[config.mk]
export PLATFORM = sky130hd
export DESIGN_NAME = apb_register_completer
export DESIGN_NICKNAME = d
export VERILOG_FILES = /design/src/rtl/apb_completer_pkg.sv /design/src/rtl/apb_reg_bank.sv /design/src/rtl/apb_register_completer.sv
export SDC_FILE = /design/constraint.sdc
export NUM_CORES = 1
export LEC_CHECK = 0
export ABC_AREA = 0
export ABC_CLOCK_PERIOD_IN_PS = 6400
export CORE_MARGIN = 4
export CORE_UTILIZATION = 40
export DETAILED_ROUTE_END_ITERATION = 10
export GPL_ROUTABILITY_DRIVEN = 0
export GPL_TIMING_DRIVEN = 0
export PLACE_DENSITY = 0.66
export RECOVER_POWER = 25
export SYNTH_ARGS = -nofsm -noshare
export SYNTH_HDL_FRONTEND = slang
export SYNTH_HIERARCHICAL = 1
export SYNTH_SLANG_ARGS = --single-unit
[constraint.sdc]
create_clock -name clock -period 6.4 [get_ports clock]
set_input_delay 1.6 -clock clock [delete_from_list [all_inputs] [get_ports clock]]
set_output_delay 1.6 -clock clock [all_outputs]
set_load 0.01 [all_outputs]
[src/rtl/apb_completer_pkg.sv]
// Shared types and default geometry for the APB register completer.
//   state_e  : completer FSM states (IDLE, ACCESS).
//   STRB_W / IDX_W / OFS_W : byte-lane, register-index and byte-offset widths
//                            for the default 32-bit, 16-register build.
//   decode_t : result of address decode (register index plus error flag).
//              idx is sized for the largest supported bank; the top module
//              uses only its low IDX bits.
package apb_completer_pkg;

  typedef enum logic {
    IDLE   = 1'b0,
    ACCESS = 1'b1
  } state_e;

  localparam int DEF_DW       = 32;
  localparam int DEF_NUM_REGS = 16;
  localparam int STRB_W       = DEF_DW / 8;
  localparam int IDX_W        = $clog2(DEF_NUM_REGS);
  localparam int OFS_W        = $clog2(DEF_DW / 8);
  localparam int MAX_IDX_W    = 16;

  typedef struct packed {
    logic [MAX_IDX_W-1:0] idx;
    logic                 err;
  } decode_t;

endpackage

[src/rtl/apb_reg_bank.sv]
// Byte-strobed register bank behind the APB completer.
//   clock, resetn : clock and asynchronous active-low reset.
//   we            : commit a write this cycle.
//   idx           : register written when we=1.
//   wdata, strb   : write data and per-byte enables.
//   rd_idx        : register presented on rd_data (combinational).
//   reg_q         : all registers, flattened; register i at [i*DW +: DW].
//   reg_wr_pulse  : one-cycle registered pulse after each committed write,
//                   including writes whose strobes are all zero.
module apb_reg_bank #(
  parameter int DW       = 32,
  parameter int NUM_REGS = 16,
  parameter int IDX_W    = 4
) (
  input  logic                     clock,
  input  logic                     resetn,
  input  logic                     we,
  input  logic [IDX_W-1:0]         idx,
  input  logic [DW-1:0]            wdata,
  input  logic [DW/8-1:0]          strb,
  input  logic [IDX_W-1:0]         rd_idx,
  output logic [DW-1:0]            rd_data,
  output logic [NUM_REGS*DW-1:0]   reg_q,
  output logic [NUM_REGS-1:0]      reg_wr_pulse
);

  localparam int NBYTES = DW / 8;

  logic [DW-1:0]       regs_q [NUM_REGS];
  logic [DW-1:0]       regs_d [NUM_REGS];
  logic [NUM_REGS-1:0] pulse_q, pulse_d;

  always_comb begin
    // NOTE: every always_comb output gets a default first so no path leaves it
    // unassigned, which would otherwise infer a latch.
    regs_d  = regs_q;
    pulse_d = '0;
    if (we) begin
      pulse_d = NUM_REGS'(1) << idx;
      for (int b = 0; b < NBYTES; b++) begin
        if (strb[b]) regs_d[idx][b*8 +: 8] = wdata[b*8 +: 8];
      end
    end
  end

  // NOTE: these are individual flops, not a RAM macro, so clearing the whole
  // array on reset is cheap and gives software a known power-on value.
  always_ff @(posedge clock or negedge resetn) begin
    if (!resetn) begin
      for (int i = 0; i < NUM_REGS; i++) regs_q[i] <= '0;
      pulse_q <= '0;
    end else begin
      // NOTE: sequential state uses non-blocking assignment so every flop
      // samples pre-edge values regardless of statement order.
      regs_q  <= regs_d;
      pulse_q <= pulse_d;
    end
  end

  always_comb begin
    reg_q = '0;
    for (int i = 0; i < NUM_REGS; i++) reg_q[i*DW +: DW] = regs_q[i];
  end

  assign rd_data      = regs_q[rd_idx];
  assign reg_wr_pulse = pulse_q;

endmodule

[src/rtl/apb_register_completer.sv]
// APB4 completer terminating a requester port into NUM_REGS registers.
//   clock, resetn      : clock and asynchronous active-low reset.
//   s00_paddr..pstrb   : APB request; sampled and held at the setup edge.
//   s00_pready         : transfer complete (combinational from FSM + counter).
//   s00_pslverr        : error response, only with pready.
//   s00_prdata         : read data, only with pready on a successful read.
//   reg_q              : flattened register contents.
//   reg_wr_pulse       : one-cycle pulse after each committed write.
// Every access phase holds pready low for WAIT_CYCLES cycles. Out-of-range,
// misaligned and (when PRIV_WRITE=1) unprivileged writes complete with
// pslverr and no side effects.
module apb_register_completer
  import apb_completer_pkg::*;
#(
  parameter int S00_AW      = 32,
  parameter int S00_DW      = 32,
  parameter int NUM_REGS    = 16,
  parameter int WAIT_CYCLES = 0,
  parameter int PRIV_WRITE  = 0
) (
  input  logic                       clock,
  input  logic                       resetn,
  input  logic [S00_AW-1:0]          s00_paddr,
  input  logic [2:0]                 s00_pprot,
  input  logic                       s00_psel,
  input  logic                       s00_penable,
  input  logic                       s00_pwrite,
  input  logic [S00_DW-1:0]          s00_pwdata,
  input  logic [S00_DW/8-1:0]        s00_pstrb,
  output logic                       s00_pready,
  output logic                       s00_pslverr,
  output logic [S00_DW-1:0]          s00_prdata,
  output logic [NUM_REGS*S00_DW-1:0] reg_q,
  output logic [NUM_REGS-1:0]        reg_wr_pulse
);

  localparam int NBYTES   = S00_DW / 8;
  localparam int IDX_BITS = $clog2(NUM_REGS);
  localparam int OFS_BITS = $clog2(NBYTES);
  localparam logic [S00_AW-1:0] SPAN     = S00_AW'(NUM_REGS * NBYTES);
  localparam logic [S00_AW-1:0] OFS_MASK = S00_AW'(NBYTES - 1);

  state_e              state_q, state_d;
  logic [3:0]          cnt_q, cnt_d;
  logic [S00_AW-1:0]   addr_q, addr_d;
  logic                wr_q, wr_d;
  logic                priv_q, priv_d;
  logic [S00_DW-1:0]   wdata_q, wdata_d;
  logic [NBYTES-1:0]   strb_q, strb_d;

  logic [S00_AW-1:0]   word_addr;
  decode_t             dec;
  logic [S00_DW-1:0]   rd_data;
  logic                commit;

  // Decode works on the values held at setup, so bus changes during the
  // access phase cannot alter the target or the error outcome.
  assign word_addr = addr_q >> OFS_BITS;

  always_comb begin
    dec.idx = MAX_IDX_W'(word_addr[IDX_BITS-1:0]);
    dec.err = (addr_q >= SPAN)
            || ((addr_q & OFS_MASK) != '0)
            || ((PRIV_WRITE != 0) && wr_q && !priv_q);
  end

  always_comb begin
    state_d = state_q;
    cnt_d   = cnt_q;
    addr_d  = addr_q;
    wr_d    = wr_q;
    priv_d  = priv_q;
    wdata_d = wdata_q;
    strb_d  = strb_q;
    unique case (state_q)
      IDLE: begin
        if (s00_psel && !s00_penable) begin
          state_d = ACCESS;
          cnt_d   = 4'(WAIT_CYCLES);
          addr_d  = s00_paddr;
          wr_d    = s00_pwrite;
          priv_d  = s00_pprot[0];
          wdata_d = s00_pwdata;
          strb_d  = s00_pstrb;
        end
      end
      ACCESS: begin
        if (!s00_psel) begin
          state_d = IDLE;
        end else if (s00_penable) begin
          if (cnt_q != 4'd0) cnt_d = cnt_q - 4'd1;
          else               state_d = IDLE;
        end
      end
      default: state_d = IDLE;
    endcase
  end

  always_ff @(posedge clock or negedge resetn) begin
    if (!resetn) begin
      state_q <= IDLE;
      cnt_q   <= '0;
      addr_q  <= '0;
      wr_q    <= 1'b0;
      priv_q  <= 1'b0;
      wdata_q <= '0;
      strb_q  <= '0;
    end else begin
      state_q <= state_d;
      cnt_q   <= cnt_d;
      addr_q  <= addr_d;
      wr_q    <= wr_d;
      priv_q  <= priv_d;
      wdata_q <= wdata_d;
      strb_q  <= strb_d;
    end
  end

  assign s00_pready  = (state_q == ACCESS) && (cnt_q == 4'd0) && s00_psel && s00_penable;
  assign s00_pslverr = s00_pready && dec.err;
  assign s00_prdata  = (s00_pready && !wr_q && !dec.err) ? rd_data : '0;
  assign commit      = s00_pready && wr_q && !dec.err;

  apb_reg_bank #(
    .DW       (S00_DW),
    .NUM_REGS (NUM_REGS),
    .IDX_W    (IDX_BITS)
  ) u_bank (
    .clock        (clock),
    .resetn       (resetn),
    .we           (commit),
    .idx          (dec.idx[IDX_BITS-1:0]),
    .wdata        (wdata_q),
    .strb         (strb_q),
    .rd_idx       (dec.idx[IDX_BITS-1:0]),
    .rd_data      (rd_data),
    .reg_q        (reg_q),
    .reg_wr_pulse (reg_wr_pulse)
  );

  // Bits that are deliberately not consumed by the logic above.
  logic unused_bits;
  assign unused_bits = ^{s00_pprot[2:1], word_addr, dec.idx};

endmodule

Word level (Yosys, flattened, before mapping) --
Cells that the tools add are included.
Operators by class: $mul 0, div/mod/pow operators 0, order comparisons 3, shifts and indexed selects 1, multiplexer cells 34, add/sub/neg operators 1, reduce and logical (&&, ||, !) cells 19, bitwise logic cells 2, eq/ne operators 4
Operators with widths (number):
- 512-bit 2-to-1 mux | 7
- 512-bit bitwise mux | 4
- 32-bit demux with 4-bit select | 4
- 32-bit binary-select mux with 4-bit select | 1
- 32-bit 2-to-1 mux | 4
- 32-bit by 7-bit greater-or-equal comparator with 1-bit output (second input constant) | 1
- 16-bit 2-to-1 mux | 2
- 32-bit nonzero test | 1
- 24-bit 2-to-1 mux | 1
- 4-bit 2-to-1 mux | 4
- 1-bit by 4-bit << shifter with 16-bit output (first input constant) | 1
- 1-bit logical AND | 10
- 8-bit 2-to-1 mux | 1
- 4-bit one-hot mux with 2 select lines | 1
- 2-bit != test (second input constant) | 3
- 5-bit greater-or-equal comparator (second input constant) | 1
- 5-bit by 1-bit less-than comparator with 1-bit output (second input constant) | 1
- 4-bit NOT with 5-bit output | 1
- 4-bit logical NOT | 1
- 1-bit 2-to-1 mux | 4
- 4-bit AND reduction | 1
- 4-bit nonzero test | 1
- 4-bit by 1-bit subtractor with 4-bit output (second input constant) | 1
- 1-bit logical NOT | 3
- other kinds (5) | 5
Storage, ports and cells: bits of input ports 76, RAM bits 0, latch bits 0, memories 0, register bits after elaboration 602, ROM bits 0

Depth between registers and ports, before layout --
depth after elaboration 16, mapped depth 11, depth with buffers taken out 8

Cells and area by module --
Netlist, hierarchy kept.
Modules (own cells, without submodules):
- apb_reg_bank | seq. area each 13212.7 µm², area each 24270.8 µm², instances 1, cells each 1478
- apb_register_completer | seq. area each 1851.8 µm², area each 3647.2 µm², instances 1, cells each 273

Worst setup path after synthesis --
OpenSTA, ideal clock, no wires.
path kind input port to output port, start in s00_penable, end out s00_prdata[10], buffers on the path 2, data arrival time 2.482 ns, slack 2.318 ns, cell stages on the path 4, path through buf_2 > nand4_2 > buf_6 > nor4_2
Between the ends: cells in the longest elaborated chain, start to end 4
Ends and longest elaborated chain:
- start: declaration | RTL line apb_register_completer.sv:26 | input logic s00_penable,
- 1-bit logical AND | RTL line apb_register_completer.sv:119 | assign s00_pready = (state_q == ACCESS) && (cnt_q == 4'd0) && s00_psel && s00_penable;
- 1-bit logical AND (2 in series) | RTL line apb_register_completer.sv:121 | assign s00_prdata = (s00_pready && !wr_q && !dec.err) ? rd_data : '0;
- 32-bit 2-to-1 mux | RTL line apb_register_completer.sv:121
- end: declaration | RTL line apb_register_completer.sv:32 | output logic [S00_DW-1:0] s00_prdata,
Every way passes these cells.

Final worst setup path --
start reg addr_q[5], end out s00_prdata[2]
Between the ends: cells in the longest elaborated chain, start to end 5, elaborated cells on any way between the ends 9, classes of those cells 1 x order compare; 4 x mux; 1 x bitwise; 3 x reduce/logical
Ends and longest elaborated chain:
- start: declaration | RTL line apb_register_completer.sv:45 | logic [S00_AW-1:0] addr_q, addr_d;
- start signal: assignment | RTL line apb_register_completer.sv:111 | addr_q <= addr_d;
- 4-bit NOT with 5-bit output (implied by the code) | RTL line apb_reg_bank.sv:65 | assign rd_data = regs_q[rd_idx];
- 32-bit binary-select mux with 4-bit select | RTL line apb_reg_bank.sv:65
- 32-bit 2-to-1 mux (implied by the code) (2 in series) | RTL line apb_reg_bank.sv:65
- via rd_data[2] | RTL line apb_register_completer.sv:53 | logic [S00_DW-1:0] rd_data;
- 32-bit 2-to-1 mux | RTL line apb_register_completer.sv:121
The timed path passes the listed nets, and every way through them passes these cells. The select of a mux whose other input is x is not followed.

==> impl_metrics.toml <==
[run_status]
status = "finished with violations"
violations = "max-capacitance violations, max-slew violations"

[clocking]
clock-sinks = 602
hold_buffers = 0
insertion_delay_ps = 600
ctsHtreeMaxLevel = 3
cts_buffers = 68
cts_setup_buffers = 0
cts_buffer_depth = 3
cts_root_buf = "clkbuf_16"
cts_resized = 0
cts_tree = "done"
path_clk_slew_ps = 60

[logic_synthesis]
synth-simple-area-share_pct = 7.52
yosysSeqAreaShare_pct = 54.0
yosys-mux-area-fraction_pct = 33.9
yosysWarnings = 6
yosys.area_share.adder_pct = 0.0448
netlist_area_um2 = 27900
yosys.area_share.xor_xnor_pct = 0
synth_top_family_by_area = "multiplexers"
ys_ff_latch = 602
synth.distinct_cells = 48
synth-compound-area-share_pct = 2.07
synth_fp_nets = 1828
syn_inst = 1751
syn_area_per_cell_um2 = 15.9

[global_route]
use_met1_pct = 36.1
grt_max_degree = 121
antenna_found_initial = 9
grt_pass1_wl_um = 151000
grt-busiest-layer = "met2"
grt_use_met2_pct = 46.6
use_met3_pct = 5.97
grt_usage_pct = 27.9
gr-total-overflow = 0
grt_pass1_vias = 20700

[cells_and_area]
syn_to_final_growth_pct = 35.3
n_fill_cell = 5701
final_layout_size_suffix_gt1_share_pct = 36.6
final_util_pct = 54.8
num-nets-final = 2536
stdcell_count = 3444

[floorplan]
die_h_um = 272
rows = 96
pin_count = 638
fp.dieW_um = 272
start_util_pct = 40.5
dieArea_um2 = 74100
core_area_um2 = 68900

[setup_path]
crit_path_end_kind = "output port"
critPathArrivalTime_ps = 4400
critPathLaunchType = "flip-flop"
criticalPathCategory = "reg -> out"
worst-path-max-fanout = 11
reg2regPathDepth = 10
required_ps = 4800

[timing]
clock.fmax_mhz = 167
whs_ps = 482
finalSetupTns_ps = 0
fin_worst_skew_ps = 14.8
setup_viol_count_final = 0
fin_crit_sh_pct = 93.7
worst_pin_slew_ps = 2860
rsz0062_at_grt = "false"
timing.final.ws_setup_ps = 401
min_period_ps = 6000
hold_viol = 0
maxSlewHeadroom_pct = -90.7
slew_viol_final = 283

[pwr]
p_leak_nw = 17.2
powerDensity_nw_per_um2 = 250
ir_worst_vdd_uv = 229

[route]
via_per_inst = 5.56
drt-total-wl_um = 105000
drc = 0
num_vias = 19100
drtIter0Drc = 1413
avgRoutedWirePerCell_um = 30.4
ant_nets = 0
drt-pass1-iter-count = 6

[placed_design]
pre_cts_ws_ps = 640
portBuffers = 633
place_inst = 3320
dp_hpwl_um = 77100

[worst_hold_path]
hp-class = "reg -> reg"
min_path_cells = 1

[run]
cap_viol_max_count = 4
kinds of logic after synthesis:
kind of cell / Yosys count
AOI/OAI and AO/OA: 77
adders and majority gates: 1
buffers and inverters: 125
DFF: 602
muxes: 708
and+or+nand+nor: 238
per-stage QoR:
step | cell area [µm²] | total power, mW
floorplan | 27900 | 4.92
global placement | 35400 | 5.54
detailed placement | 35600 | 5.58
CTS | 37800 | 9.56
global route | 37800 | 9.80
finish | 37800 | 9.45
final cells by class:
| type | count | area (µm²) | share of cell area [%] |
|---|---|---|---|
| flip-flops and latches | 602 | 15100 | 39.9 |
| inverters | 5 | 18.8 | 0.0497 |
| repair buffers | 638 | 6420 | 17.0 |
| diodes | 4 | 10.0 | 0.0265 |
| clock buffers | 105 | 2110 | 5.60 |
| clock inverters | 15 | 158 | 0.417 |
| plain buffers | 120 | 669 | 1.77 |
| well taps | 931 | 1160 | 3.08 |
| multi-input cells | 1024 | 12200 | 32.2 |
cells in the mapped netlist (all sizes together):
cell | instances | area share [%]
nand2 | 83 | 1.2
a22oi | 64 | 1.7
clkbuf | 62 | 0.83
buf | 58 | 1.6
nand3 | 5 | 0.14
and2 | 1 | 0.022
o21ba | 1 | 0.036
and4bb | 4 | 0.18
nor4b | 3 | 0.094
o21ai | 1 | 0.018
or2 | 1 | 0.022
mux4 | 128 | 10
nor3 | 1 | 0.018
clkinv | 1 | 0.013
a21oi | 3 | 0.054
dfrtp | 602 | 54
nand3b | 5 | 0.13
ha | 1 | 0.045
or3b | 1 | 0.031
nor4 | 40 | 1.6
inv | 4 | 0.054
nor2b | 5 | 0.11
nor3b | 2 | 0.11
o22ai | 1 | 0.022
nand4b | 8 | 0.68
a311o | 2 | 0.072
nor2 | 65 | 2.6
mux2 | 580 | 24
a211o | 1 | 0.031
a21boi | 3 | 0.081
nand2b | 6 | 0.13
nand4 | 6 | 0.36
or3 | 2 | 0.045
o2bb2ai | 1 | 0.031
cell usage in the layout (no fill, tap or decap), drive strengths merged, types with 40 or more instances in the layout:
| cell type | netlist | routed |
|---|---|---|
| dfrtp | 602 | 602 |
| mux2 | 580 | 580 |
| nand2 | 83 | 83 |
| clkbuf | 62 | 170 |
| clkdlybuf4s50 | 0 | 631 |
| a22oi | 64 | 64 |
| buf | 58 | 61 |
| nor4 | 40 | 40 |
| nor2 | 65 | 65 |
| mux4 | 128 | 128 |
critical path, cell delays in order (launching register included):
cell	delay (ps)
dfrtp_1	610
nor2b_1	190
clkbuf_1	520
clkbuf_1	840
a22oi_1	340
nand2_1	130
nand2_1	60
nor4_1	420
clkdlybuf4s50_1	660
report_power, final:
part,switching (mW),internal [mW],total [mW]
clock network,1.59,2.36,3.95
registers,0.178,3.92,4.10
logic,0.967,0.432,1.40
sequential cells by signal (all words and copies together) (netlist names):
name and flops:
addr_q 32, cnt_q 4, state_q 1, strb_q 4, u_bank/reg_q 512, u_bank/reg_wr_pulse 16, wdata_q 32, wr_q 1
layer usage:
| layer | part of all wire (%) | wire, µm |
|---|---|---|
| met1 | 41 | 42600 |
| met2 | 50 | 51800 |
| met3 | 6.1 | 6420 |
| met4 | 3.6 | 3730 |
| met5 | 0.071 | 74 |
final timing paths:
kind	start	end	slack (ps)
max in group asynchronous	resetn	u_bank/reg_q[204]	1130
min	addr_q[11]	addr_q[11]	480
min in group asynchronous	resetn	wdata_q[27]	1890
max reg2reg	cnt_q[0]	u_bank/reg_q[442]	2350
max	addr_q[5]	s00_prdata[2]	400
min reg2reg	addr_q[11]	addr_q[11]	480
Power figures use the tool's default switching activity.
